<file path="src/rtl/mic_i2s_rx.sv">
// mic_i2s_rx: four-line I2S microphone receiver with a
// synchronising front end, word assembler and output FIFO.
module mic_i2s_rx #(
  parameter int SAMPLE_BITS = 24,
  parameter int FIFO_DEPTH  = 16
) (
  input  logic        clk,
  input  logic        reset_n,
  input  logic        enable,
  input  logic        aud_bclk,
  input  logic        aud_adclrck,
  input  logic [3:0]  gpio_din,
  output logic [31:0] out_data,
  output logic        out_valid,
  input  logic        out_ready,
  output logic        overflow,
  output logic        frame_err,
  input  logic        clr_flags
);
  localparam int AW = $clog2(FIFO_DEPTH);
  localparam int CW = $clog2(SAMPLE_BITS + 2);
  localparam logic [CW-1:0] C_LAST = CW'(SAMPLE_BITS + 1);

  typedef enum logic [1:0] {SYNC, RUN, PUSH} state_t;

  logic [1:0] r_rst;
  logic       w_rst_n;

  always_ff @(posedge clk or negedge reset_n) begin
    if (!reset_n) r_rst <= '0;
    else          r_rst <= {r_rst[0], 1'b1};
  end
  assign w_rst_n = r_rst[1];

  logic [2:0] r_bclk, r_lrck;
  logic [3:0] r_din0, r_din1;
  logic [1:0] r_warm;
  logic       w_rise, w_ledge;

  always_ff @(posedge clk or negedge w_rst_n) begin
    if (!w_rst_n) begin
      r_bclk <= '0;
      r_lrck <= '0;
      r_din0 <= '0;
      r_din1 <= '0;
      r_warm <= '0;
    end else begin
      r_bclk <= {r_bclk[1:0], aud_bclk};
      r_lrck <= {r_lrck[1:0], aud_adclrck};
      r_din0 <= gpio_din;
      r_din1 <= r_din0;
      if (r_warm != 2'd3) r_warm <= r_warm + 2'd1;
    end
  end

  // Hide the spurious edge seen while the cleared pipeline refills.
  assign w_rise  = (r_warm == 2'd3) && r_bclk[1] && !r_bclk[2];
  assign w_ledge = (r_warm == 2'd3) && (r_lrck[1] ^ r_lrck[2]);

  state_t                 r_state, w_nxt;
  logic [CW-1:0]          r_cnt;
  logic [SAMPLE_BITS-1:0] r_sr   [4];
  logic [SAMPLE_BITS-1:0] r_hold [4];
  logic                   r_hlr;
  logic [1:0]             r_pidx;
  logic                   r_ovf, r_ferr;
  logic [AW:0]            r_wp, r_rp;
  logic [31:0]            r_mem [FIFO_DEPTH];

  logic w_wr, w_close, w_ferr_set, w_pdrop;
  logic w_full, w_empty, w_pop, w_push;
  logic [SAMPLE_BITS-1:0] w_sel;
  logic [23:0]            w_samp;
  logic [31:0]            w_word;

  always_comb begin
    w_nxt      = r_state;
    w_wr       = 1'b0;
    w_close    = 1'b0;
    w_ferr_set = 1'b0;
    w_pdrop    = 1'b0;
    unique case (r_state)
      SYNC: if (w_ledge) w_nxt = RUN;
      RUN: begin
        if (w_ledge) begin
          if (r_cnt == C_LAST) begin
            w_close = 1'b1;
            w_nxt   = PUSH;
          end else begin
            w_ferr_set = 1'b1;
          end
        end
      end
      PUSH: begin
        if (w_ledge) begin
          w_pdrop = 1'b1;
          w_nxt   = RUN;
        end else begin
          w_wr = 1'b1;
          if (r_pidx == 2'd3) w_nxt = RUN;
        end
      end
      default: w_nxt = SYNC;
    endcase
    if (!enable) begin
      w_nxt      = SYNC;
      w_wr       = 1'b0;
      w_close    = 1'b0;
      w_ferr_set = 1'b0;
      w_pdrop    = 1'b0;
    end
  end

  assign w_sel = r_hold[r_pidx];

  generate
    if (SAMPLE_BITS >= 24) begin : g_wide
      assign w_samp = w_sel[SAMPLE_BITS-1 -: 24];
    end else begin : g_narrow
      assign w_samp = {w_sel, {(24-SAMPLE_BITS){1'b0}}};
    end
  endgenerate

  assign w_word  = {5'b0, r_pidx, r_hlr, w_samp};
  assign w_empty = (r_wp == r_rp);
  assign w_full  = (r_wp[AW] != r_rp[AW]) &&
                   (r_wp[AW-1:0] == r_rp[AW-1:0]);
  assign w_pop   = !w_empty && out_ready;
  assign w_push  = w_wr && (!w_full || w_pop);

  always_ff @(posedge clk or negedge w_rst_n) begin
    if (!w_rst_n) begin
      r_state <= SYNC;
      r_cnt   <= '0;
      r_hlr   <= 1'b0;
      r_pidx  <= '0;
      r_ovf   <= 1'b0;
      r_ferr  <= 1'b0;
      r_wp    <= '0;
      r_rp    <= '0;
      for (int i = 0; i < 4; i++) begin
        r_sr[i]   <= '0;
        r_hold[i] <= '0;
      end
    end else begin
      r_state <= w_nxt;
      // A coincident bclk rise is slot 0 of the new word.
      if (w_ledge)
        r_cnt <= w_rise ? CW'(1) : '0;
      else if (w_rise && r_state != SYNC && r_cnt != C_LAST)
        r_cnt <= r_cnt + CW'(1);
      if (w_rise && !w_ledge && r_state != SYNC &&
          r_cnt != '0 && r_cnt != C_LAST) begin
        for (int i = 0; i < 4; i++)
          r_sr[i] <= {r_sr[i][SAMPLE_BITS-2:0], r_din1[i]};
      end
      if (w_close) begin
        for (int i = 0; i < 4; i++) r_hold[i] <= r_sr[i];
        r_hlr <= r_lrck[2];
      end
      r_pidx <= w_wr ? r_pidx + 2'd1 : 2'd0;
      if (w_push) r_wp <= r_wp + (AW+1)'(1);
      if (w_pop)  r_rp <= r_rp + (AW+1)'(1);
      r_ovf  <= w_pdrop || (w_wr && !w_push) ||
                (r_ovf && !clr_flags);
      r_ferr <= w_ferr_set || (r_ferr && !clr_flags);
    end
  end

  always_ff @(posedge clk) begin
    if (w_push) r_mem[r_wp[AW-1:0]] <= w_word;
  end

  assign out_valid = !w_empty;
  assign out_data  = w_empty ? 32'h0 : r_mem[r_rp[AW-1:0]];
  assign overflow  = r_ovf;
  assign frame_err = r_ferr;
endmodule

</file>
<file path="config.mk">
export PLATFORM = sky130hd
export DESIGN_NAME = mic_i2s_rx
export DESIGN_NICKNAME = d
export VERILOG_FILES = /design/src/rtl/mic_i2s_rx.sv
export SDC_FILE = /design/constraint.sdc
export NUM_CORES = 1
export LEC_CHECK = 0
export CORE_MARGIN = 2
export CORE_UTILIZATION = 35
export DETAILED_ROUTE_END_ITERATION = 8
export SLEW_MARGIN = 20
export SYNTH_ARGS = -nofsm -noshare
export SYNTH_HDL_FRONTEND = slang
export SYNTH_SLANG_ARGS = --single-unit
</file>
<file path="constraint.sdc">
create_clock -name clk -period 9.5 [get_ports clk]
set_input_delay 1.425 -clock clk [delete_from_list [all_inputs] [get_ports clk]]
set_output_delay 1.425 -clock clk [all_outputs]
set_load 0.01 [all_outputs]
</file>
==> metrics.txt, run 1 <==
status=finished, final reports clean; first-pass GRT wire length=80.55 mm; hpwl dp=about 27 mm; sequential cell area=18790 sq um; Vias=between 10000 and 15000; maximum buffer depth of the clock tree=3; Die Height=276.6 microns; clock skew=between 0.015 and 0.02 ns; TritonCTS buffer count=69; Syn. warnings=0; Worst-path clk slew=0.06 ns; combinational power share=0.200; worst-margin pin slew=~1.1 ns; CP max-delay cell=dfrtp_4; Avg Inst Size Synth=a little over 20 sq um; slew margin rel.=0.2613; CTS tree=done; Tmin final=around 5.4 ns; CP Data Required Time=8.08 ns; flops & latches, synth=664; GPL Wtd Cong=0.7150; sequential share of power=0.433; dpl cells=about 2200; PostCTS Resize Cnt=0; DR WL/cell=22.38 microns; Clock Root Buffer=clkbuf_16; area of the multi-input gates=6860 sq um; die area=approximately 76000 sq um; boundary pin count=46; Hold Buf Count CTS=0; Max Freq=186.0 MHz; Via-to-Cell Ratio=5.097; Tot GR Track Use=0.1387; Synth cell types=42; number of buffers and inverters on the critical path=2; total negative slack=0 ns; pwr dens=249.8 nW/um^2; Post-layout nets=1341; cell taking the most area after synthesis=edfxtp_1; DRT antenna net count=0; number of global-route vias before repair=12980; commonest non-fill, non-tap cell in the layout=edfxtp_1; port bufs=40; worst path cell trace=buf_4, mux4_2, a22oi_1, a21oi_1, clkdlybuf4s50_1; critical path type=register to output pin; Hold Vio Cnt, Final=0; ant diodes=0; final std cells w/o fill=2330; Startpoint Class=register; crit path DAT=3.95 ns; Net Switching=1.952 mW; Initial Util=0.3552; commonest cells after routing, fill and taps aside=edfxtp_1 (432), dfrtp_1 (228), mux4_2 (132); HP Class=register to register; total power=7.425 mW; DR pass1 iterations=5; cell family with most CP delay=buffers and inverters; fraction of layout cells with a size suffix above 1=0.3494; CTS H-tree depth=3; setup slack, reg-to-reg=a little under 6 ns; synth-to-layout area growth=14.30%; Mapped Area=26000 sq um; switching fraction of total power=0.2629; Starting DRT DRC Count=just under 1000; DRC Markers=0; cell count after synthesis=1264; Sinks on Clock Net=around 660; pin count of the biggest net entering global routing=168; core area=approximately 73000 sq um; die width=276.6 microns; RSZ-0062 raised after global routing=no; final setup margin=4.125 ns; Max Cap Viol=0; CP max stage delay=0.94 ns; Pins Over Slew Limit=0; initial antenna violation count=0; Cell Rows=between 90 and 100; Setup Fix Bufs, Post-CTS=0; grt ovf=0; Clock Latency Late Sink=0.61 ns; Worst VDD drop=171.1 uV; Static Leak=10.88 nW; Finish-stage setup viols=0; Seq/Total Area, Yosys=0.7222; FILL cells=6355; post-route clock period utilization=0.5658; final wirelength=52.15 mm; clock group share of total power=0.368; Worst Setup Slack post-DPL=4.691 ns; area share of the largest cell type after synthesis=0.4989; Worst Setup End Kind=output pin; Synth area leaders=edfxtp_1 (50%), dfrtp_1 (22%), mux4_2 (11%); Power Internal=5.473 mW; crit path max fanout=60
registers in the layout, summed over array words and instances, names as in the netlist, 2 cells and up:
name,cells
r_bclk,3
r_cnt,5
r_din0,4
r_din1,4
r_hold,96
r_lrck,3
r_mem,432
r_pidx,2
r_rp,5
r_rst,2
r_sr,96
r_state,2
r_warm,2
r_wp,5
layout make-up:
| class | count | share of cell area |
|---|---|---|
| tap | 959 | 0.04038 |
| clock inverter | 38 | 0.01676 |
| multi-input combinational | 520 | 0.2308 |
| inverter | 9 | 0.001137 |
| clock buffer | 84 | 0.06067 |
| sequential | 664 | 0.6323 |
| timing repair buffer | 56 | 0.01794 |
logic make-up after synthesis:
group / Yosys count / share of synthesized area
AOI/OAI and AO/OA: 97 / 0.02493
xor gates and xnor gates: 19 / 0.006400
adders and majority gates: 10 / 0.004812
buffers and inverters: 84 / 0.01694
DFF: 664 / 0.7222
muxes: 329 / 0.2097
other: 2 / 0.0002888
and+or+nand+nor: 59 / 0.01468
per-layer routing:
| metal | part of all wire | up-vias | global-route usage |
|---|---|---|---|
| li1 | - | 5152 | - |
| met1 | 0.43 | 6397 | 0.1800 |
| met2 | 0.50 | 248 | 0.2361 |
| met3 | 0.042 | 80 | 0.02307 |
| met4 | 0.022 | 0 | 0.04792 |
| met5 | 0 | - | 0 |
through the flow:
step           cell area, sq um  hold slack (ns)    util
5_1_grt                   29720           0.3487  0.4060
4_1_cts                   29720           0.3471  0.4060
3_3_place_gp              27420           0.3333  0.3745
3_5_place_dp              27420           0.3355  0.3745
6_report                  29720           0.3466  0.4060
2_1_floorplan             26020           0.3312       -
power groups by stage:
stage / clock, mW / combinational, mW / sequential (mW)
6_report: 2.73 / 1.48 / 3.21
5_1_grt: 2.92 / 1.59 / 3.23
4_1_cts: 2.80 / 1.52 / 3.22
3_5_place_dp: 0 / 1.52 / 3.28
3_3_place_gp: 0 / 1.51 / 3.28
2_1_floorplan: 0 / 1.02 / 3.16
worst reg2reg max path: cells and delay by family, from the launching register on:
family           cells  cell delay, ns
AO/OA/AOI/OAI        1            0.64
flip-flops           1            0.97
XOR/XNOR             1            0.30
AND/OR/NAND/NOR      2            1.21
cell usage after synthesis, drive strengths merged:
| library cell | count |
|---|---|
| o32ai | 1 |
| nor2 | 10 |
| a22oi | 54 |
| nand2 | 7 |
| xnor2 | 9 |
| nor3 | 2 |
| dfrtp | 232 |
| a21boi | 1 |
| nand4 | 1 |
| a21bo | 1 |
| nor2b | 6 |
| edfxtp | 432 |
| and4b | 1 |
| inv | 9 |
| and3 | 15 |
| mux2 | 196 |
| conb | 2 |
| a211oi | 2 |
| mux4 | 132 |
| nand3b | 3 |
| nor4 | 1 |
| nor4b | 3 |
| o22ai | 1 |
| and2 | 4 |
| mux2i | 1 |
| a211o | 2 |
| or4b | 2 |
| ha | 10 |
| xor2 | 10 |
| a21o | 1 |
| o21ai | 2 |
| a21oi | 32 |
| nand3 | 4 |
| buf | 45 |
| clkbuf | 30 |
path summary, 6_finish.rpt:
kind,endpoint,from,cells past startpoint
max reg2reg,r_mem[6][10],r_rp[0],4
min,r_bclk[1],r_bclk[0],0
max,out_data[21],r_rp[1],5
min in group asynchronous,frame_err,r_rst[1],0
min reg2reg,r_bclk[1],r_bclk[0],0
max in group asynchronous,r_sr[65],r_rst[1],1
Power figures use the tool's default switching activity.
==> run 2, diff against run 1 <==
==> constraint.sdc (replaced) <==
create_clock -name clk -period 5.1 [get_ports clk]
set_input_delay 0.765 -clock clk [delete_from_list [all_inputs] [get_ports clk]]
set_output_delay 0.765 -clock clk [all_outputs]
set_load 0.01 [all_outputs]
==> run 2 against run 1 <==
Compared with the run above:
- first-iteration DRC count fell by 17%
- clock skew grew 0.0067 ns
- worst setup slack got worse by 3.5 ns
- die area unchanged
- highest routed layer unchanged
- core utilization fell by 0.19 points
- non-clock buffer count is 5 higher
- clock power up 72%
- largest power group unchanged
==> metrics.txt, run 2 (synthesis gave the netlist of run 1 again) <==
status=finished, final reports clean; Tmin final=4.444 ns; GPL Wtd Cong=0.7273 (+1.7%); number of global-route vias before repair=12760 (-1.7%); sequential share of power=0.449 (+0.016); core area=73210 sq um (unchanged); slew margin rel.=0.2977 (+0.03645); Pins Over Slew Limit=0 (unchanged); grt ovf=0 (unchanged); DR WL/cell=21.69 microns (-3.1%); hpwl dp=30.03 mm (+10%); commonest cells after routing, fill and taps aside=edfxtp_1 (432), dfrtp_1 (228), mux4_2 (132); max FFs per register=432 (unchanged); Worst VDD drop=333.4 uV (+95%); Power Internal=9.678 mW (+77%); dpl cells=2213 (+0.23%); Cell Rows=99 (unchanged); combinational power share=0.196 (-0.004); total negative slack=0 ns (unchanged); Die Height=276.6 microns (unchanged); post-route clock period utilization=0.8713; pwr dens=447.1 nW/um^2 (+79%); R2R cell count=4 (unchanged); fraction of layout cells with a size suffix above 1=0.3452 (-0.004177); HP Class=register to asynchronous set/reset pin; Worst Setup End Kind=output pin; ant diodes=0 (unchanged); maximum buffer depth of the clock tree=3 (unchanged); Hold Vio Cnt, Final=0 (unchanged); port bufs=40 (unchanged); Max Freq=225.0 MHz; clock skew=0.02356 ns (+0.006725 ns); Max Cap Viol=0 (unchanged); Tot GR Track Use=0.1346 (-0.004057); CTS H-tree depth=3 (unchanged); critical path type=register to output pin; die area=76480 sq um (unchanged); pin count of the biggest net entering global routing=147 (-13%); Setup Fix Bufs, Post-CTS=0 (unchanged); Sinks on Clock Net=664 (unchanged); TritonCTS buffer count=68 (-1.4%); worst-margin pin slew=1.051 ns (-0.05690 ns); crit path DAT=3.68 ns (-0.27 ns); final wirelength=50.64 mm (-2.9%); DRC Markers=0 (unchanged); FILL cells=6438 (+1.3%); clock group share of total power=0.354 (-0.014); PostCTS Resize Cnt=0 (unchanged); Worst-path clk slew=0.06 ns (about the same); switching fraction of total power=0.2682 (+0.005262); CP Data Required Time=4.34 ns (-3.74 ns); Net Switching=3.547 mW (+82%); Static Leak=11.30 nW (+3.8%); Initial Util=0.3552 (unchanged); Startpoint Class=register; DR pass1 iterations=4 (-1); first-pass GRT wire length=78.94 mm (-2.0%); Vias=11780 (-0.83%); DRT antenna net count=0 (unchanged); Via-to-Cell Ratio=5.044 (-1.0%); final std cells w/o fill=2335 (+0.21%); synth-to-layout area growth=13.76%; initial antenna violation count=0 (unchanged); Clock Root Buffer=clkbuf_16; die width=276.6 microns (unchanged); crit path max fanout=57 (-5.0%); Finish-stage setup viols=0 (unchanged); boundary pin count=46 (unchanged); Post-layout nets=1345 (+0.30%); RSZ-0062 raised after global routing=no; CTS tree=done; Hold Buf Count CTS=0 (unchanged); Clock Latency Late Sink=0.61 ns (about the same); Starting DRT DRC Count=808 (-17%); commonest non-fill, non-tap cell in the layout=edfxtp_1
==> run 2: area by class of cell <==
cell class	instances	area (sq um)	area share
clock buffer	82	1794	0.06066
sequential	664	18790	0.6353
clock inverter	40	316.6	0.01070
inverter	9	33.78	0.001142
multi-input combinational	520	6860	0.2319
tap	959	1200	0.04057
timing repair buffer	61	583.1	0.01971
==> run 2: layer usage <==
metal / wire, microns / global-route usage / up-vias
met1: 23370 / 0.1885 / 6341
met2: 24230 / 0.2142 / 201
met3: 1856 / 0.02603 / 72
met4: 1174 / 0.03881 / 0
met5: 0 / 0 / -
li1: - / - / 5164
==> run 2: final timing paths <==
| check | start | end | slack, ns |
|---|---|---|---|
| worst max register to register | r_rp[1] | r_mem[4][14] | 1.57 |
| max in group asynchronous | r_rst[1] | r_hold[83] | 3.68 |
| min in group clk | r_lrck[0] | r_lrck[1] | 0.34 |
| worst min register to register | r_rst[1] | r_lrck[1] | 0.27 |
| worst min-delay path | r_rst[1] | r_lrck[1] | 0.27 |
| worst max-delay path | r_rp[1] | out_data[6] | 0.66 |
==> run 2: critical path, cell delays in order, from the launching register on <==
cell	delay [ns]
dfrtp_4	1.04
xor2_1	0.22
nor4_4	0.64
and2_1	0.21
buf_4	0.33
a21oi_1	0.09
clkdlybuf4s50_1	0.50
==> run 2: power by group through the flow <==
stage	clock (mW)	sequential [mW]	combinational, mW
6_report	4.69	5.94	2.60
5_1_grt	5.03	5.96	2.79
4_1_cts	4.81	5.95	2.68
3_5_place_dp	0	6.06	2.67
3_3_place_gp	0	6.06	2.66
2_1_floorplan	0	5.89	1.72
==> run 2: per-stage QoR <==
stage               hold slack [ns]  worst slack, ns  total power, mW  instance area (sq um)    util
CTS                          0.3014           0.5280            13.45                  29580  0.4040
global placement             0.2942            1.256            8.722                  27470  0.3752
detailed placement           0.2958            1.198            8.726                  27470  0.3752
global route                 0.3075           0.3929            13.78                  29580  0.4040
finish                       0.2736           0.6563            13.23                  29580  0.4040
floorplan                    0.3311            1.288            7.616                  26020       -
